**config.mk**
```make
export PLATFORM = sky130hd
export DESIGN_NAME = addsub_pipe
export DESIGN_NICKNAME = d
export VERILOG_FILES = /design/src/rtl/addsub_pipe.sv
export SDC_FILE = /design/constraint.sdc
export NUM_CORES = 1
export LEC_CHECK = 0
export ABC_AREA = 1
export CAP_MARGIN = 20
export CORE_MARGIN = 2
export CORE_UTILIZATION = 35
export CTS_CLUSTER_DIAMETER = 150
export DETAILED_ROUTE_END_ITERATION = 10
export GPL_TIMING_DRIVEN = 0
export SLEW_MARGIN = 25
export SYNTH_ARGS = -nofsm -noshare
export SYNTH_HDL_FRONTEND = slang
export SYNTH_SLANG_ARGS = --single-unit
```
**constraint.sdc**
```tcl
create_clock -name clk -period 12.6 [get_ports clk]
set_input_delay 3.78 -clock clk [delete_from_list [all_inputs] [get_ports clk]]
set_output_delay 3.78 -clock clk [all_outputs]
set_load 0.1 [all_outputs]
```
**src/rtl/addsub_pipe.sv**
```systemverilog
// Pipelined carry-lookahead add/subtract, one pipeline stage per GROUP-bit group.
// Optional signed saturation is enabled by defining ADDSUB_PIPE_SAT_EN.
module addsub_pipe #(
  parameter int WIDTH = 32,
  parameter int GROUP = 8
) (
  input  logic             clk,
  input  logic             rst,
  input  logic             in_valid,
  output logic             in_ready,
  input  logic [WIDTH-1:0] a,
  input  logic [WIDTH-1:0] b,
  input  logic             sub,
`ifdef ADDSUB_PIPE_SAT_EN
  input  logic             sat,
`endif
  output logic             out_valid,
  input  logic             out_ready,
  output logic [WIDTH-1:0] r,
  output logic             cout,
  output logic             ovf,
  output logic             zero
);

  localparam int unsigned NG = WIDTH / GROUP;

  // Stage inputs (index 0 comes from the ports, index k from stage k-1)
  logic [WIDTH-1:0] ia  [NG];
  logic [WIDTH-1:0] ib  [NG];
  logic             ic  [NG];
  logic             iv  [NG];
  logic             iam [NG];
  // Stage results and registers
  logic [WIDTH-1:0] na  [NG];
  logic             nc  [NG];
  logic [WIDTH-1:0] qa  [NG];
  logic [WIDTH-1:0] qb  [NG];
  logic             qc  [NG];
  logic             qv  [NG];
  logic             qam [NG];
`ifdef ADDSUB_PIPE_SAT_EN
  logic             ist [NG];
  logic             qst [NG];
  localparam logic [WIDTH-1:0] SMAX = {1'b0, {(WIDTH-1){1'b1}}};
  localparam logic [WIDTH-1:0] SMIN = {1'b1, {(WIDTH-1){1'b0}}};
`endif
  logic [GROUP-1:0] gs;
  logic             adv;

  function automatic logic [GROUP:0] cla(input logic [GROUP-1:0] x,
                                         input logic [GROUP-1:0] y,
                                         input logic             cin);
    logic [GROUP-1:0] g;
    logic [GROUP-1:0] p;
    logic [GROUP:0]   c;
    g    = x & y;
    p    = x ^ y;
    c    = '0;
    c[0] = cin;
    for (int unsigned i = 0; i < GROUP; i++) begin
      c[i+1] = g[i] | (p[i] & c[i]);
    end
    return {c[GROUP], p ^ c[GROUP-1:0]};
  endfunction

  assign adv      = !qv[NG-1] || out_ready;
  assign in_ready = adv;

  // The qa word carries finished sum groups below the active group and raw a above it.
  always_comb begin
    gs     = '0;
    ia[0]  = a;
    ib[0]  = b ^ {WIDTH{sub}};
    ic[0]  = sub;
    iv[0]  = in_valid;
    iam[0] = a[WIDTH-1];
`ifdef ADDSUB_PIPE_SAT_EN
    ist[0] = sat;
`endif
    for (int unsigned k = 1; k < NG; k++) begin
      ia[k]  = qa[k-1];
      ib[k]  = qb[k-1];
      ic[k]  = qc[k-1];
      iv[k]  = qv[k-1];
      iam[k] = qam[k-1];
`ifdef ADDSUB_PIPE_SAT_EN
      ist[k] = qst[k-1];
`endif
    end
    for (int unsigned k = 0; k < NG; k++) begin
      {nc[k], gs} = cla(ia[k][GROUP*k +: GROUP], ib[k][GROUP*k +: GROUP], ic[k]);
      na[k]                   = ia[k];
      na[k][GROUP*k +: GROUP] = gs;
    end
  end

  // Data registers load only with a valid operation, so bubbles leave the last result visible.
  always_ff @(posedge clk) begin
    if (rst) begin
      for (int unsigned k = 0; k < NG; k++) begin
        qv[k]  <= 1'b0;
        qa[k]  <= '0;
        qb[k]  <= '0;
        qc[k]  <= 1'b0;
        qam[k] <= 1'b0;
`ifdef ADDSUB_PIPE_SAT_EN
        qst[k] <= 1'b0;
`endif
      end
    end else if (adv) begin
      for (int unsigned k = 0; k < NG; k++) begin
        qv[k] <= iv[k];
        if (iv[k]) begin
          qa[k]  <= na[k];
          qb[k]  <= ib[k];
          qc[k]  <= nc[k];
          qam[k] <= iam[k];
`ifdef ADDSUB_PIPE_SAT_EN
          qst[k] <= ist[k];
`endif
        end
      end
    end
  end

  always_comb begin
    out_valid = qv[NG-1];
    cout      = qc[NG-1];
    ovf       = (qam[NG-1] == qb[NG-1][WIDTH-1]) && (qa[NG-1][WIDTH-1] != qam[NG-1]);
`ifdef ADDSUB_PIPE_SAT_EN
    if (qst[NG-1] && ovf) begin
      r = qam[NG-1] ? SMIN : SMAX;
    end else begin
      r = qa[NG-1];
    end
`else
    r = qa[NG-1];
`endif
    zero = (r == '0);
  end

endmodule

```
==> impl_metrics.ini <==
[sta]
rsz0062_at_grt = no
fin_tns_setup_ns = 0
tightest_slew_ns = 1.02
slew_viol_final = 0
max_slew_margin = 0.319
hold_violations = 0
skew_ns = 0.0145
whs_ns = 0.543
timing.fmax_mhz = 105
setup_ws_ns = 3.12
period_minus_slack_ns = 9.48
setup_violations = 0
min_period_over_period = 0.753

[global_routing]
antenna_found_initial = 0
overflow = 0
grtUsageTotal = 0.121
grt_pass1_vias = 4551
grt_first_pass_wirelength_um = 22500
grt_max_degree = 50

[power_and_ir_drop]
ir_drop_uv = 92.0
p_per_area_mw_per_mm2 = 143
p_leak_nw = 4.22
total_power_mw = 1.47

[routing]
routed_wirelength_um = 13600
drc = 0
avgViaCountPerCell = 3.81
first_pass_iters = 6
wl_per_cell_um = 11.9
vias = 4323
drt_iter0_markers = 240
ant_nets = 0

[setup_path]
startpoint = out_ready
crit_path_end_kind = primary output
path_max_fanout = 5
critical_path_arrival_ns = 5.70
required_ns = 8.82
reg2reg_from = qa[2][24]
worst_setup_path_start_kind = input port
crit_type = in -> out

[cells_and_area]
n_fill_cell = 2069
drive_above_1_share = 0.0792
multiInputGateArea_mm2 = 0.00182
fin_area_mm2 = 0.0103
syn_to_final_growth_pct = 25.7
most-common-layout-cells = nor2_1 (204), edfxtp_1 (186), inv_1 (178)
fin_nets = 908
ff_latch_area_mm2 = 0.00559
diodes = 0
layout_commonest_cell = nor2_1

[floorplan]
fp.dieH_um = 157
die_area_mm2 = 0.0246
start_util = 0.359
ios = 106
num_rows = 55
fp.dieW_um = 157
coreArea_mm2 = 0.0228

[status]
status = finished, final reports clean

[clocking]
htreeDepth = 4
cts.repair.resized = 0
cts.sinks = 186
cts_setup_buffers = 0
cts.path.max_buffers = 2
cts_hold_buf = 0
cts_buffers = 17
clock_latency_ns = 0.44
clk_pin_slew_worst_paths_ns = 0.07
tritoncts = built
cts_root_buf = clkbuf_16

[synth]
syn-num-nets = 783
ys_seq_elements = 186
synthCells = 683
synth-seq-area-share = 0.683
yosysWarningCount = 0
syn_area_per_cell_um2 = 12.0
netlist_area_mm2 = 0.00818
ys_types = 17

[place]
hpwl_um = 10200
portBuffers = 104
place_ws_ns = 3.12
placed_cell_area_mm2 = 0.00968
place_congestion = 0.782

[job]
drv_cap = 0

[min_path]
hold_path.class = reg -> reg
holdCritStartpoint = qa[2][7]
==> power breakdown <==
group	switching, mW	internal (mW)	leakage, nW
logic	0.118	0.0644	1.93
registers	0.0161	0.729	1.99
clock network	0.239	0.300	0.297
total	0.373	1.09	4.22
==> per-layer routing <==
metal | up-vias | share of wire | global-route usage
li1 | 2309 | - | -
met1 | 1906 | 0.45 | 0.146
met2 | 89 | 0.49 | 0.208
met3 | 19 | 0.042 | 0.0256
met4 | 0 | 0.018 | 0.0550
met5 | - | 0 | 0
==> logic make-up (layout without fill, tap and decap cells) <==
logic type	count (synthesis)	in the layout	synth area share
buf+inv	200	338	0.0979
simple gates	232	232	0.109
compound gates	3	3	0.00183
flops	186	186	0.683
fa+ha+maj	31	31	0.0759
xor+xnor	31	31	0.0332
==> registers in the layout, indices dropped and copies added (netlist names) <==
signal / count
qb: 49
qa: 125
qc: 4
qam: 4
qv: 4
==> per-stage QoR <==
stage                      util  std cells
final                     0.451       1134
after global routing      0.451       1134
after CTS                 0.451       1134
after detailed placement  0.425       1102
after global placement    0.422       1100
after floorplan               -        683
==> final timing paths <==
path	cells after the start	slack, ns	end
worst min register to register	2	0.54	qa[3][7]
worst min-delay path	2	0.54	qa[3][7]
worst max register to register	12	8.76	qa[3][31]
worst max-delay path	4	3.12	in_ready
==> cell usage after synthesis <==
master,count,area [µm²]
a21oi_1,2,10.0
buf_2,16,80.1
buf_4,3,22.5
buf_6,2,22.5
clkbuf_4,1,7.51
edfxtp_1,186,5590
fa_1,31,621
inv_1,178,668
nand2_1,23,86.3
nand2_2,2,12.5
nor2_1,204,766
nor2_2,1,6.26
nor2_4,1,11.3
o21ai_0,1,5.00
or2_2,1,6.26
xnor2_1,30,263
xor2_1,1,8.76
==> final cells by class <==
class | count | share of cell area
plain buffers | 22 | 0.0129
clock buffers | 17 | 0.0414
clock inverters | 15 | 0.0172
inverters | 178 | 0.0650
multi-input cells | 297 | 0.177
flip-flops and latches | 186 | 0.543
well taps | 313 | 0.0381
repair buffers | 106 | 0.106
==> critical path, stage by stage <==
cell and delay, ns:
clkdlybuf4s50_1 0.47, nor2_2 0.08, inv_1 0.16, clkdlybuf4s50_1 1.20
Note: power is estimated with default switching activity, not from simulation.
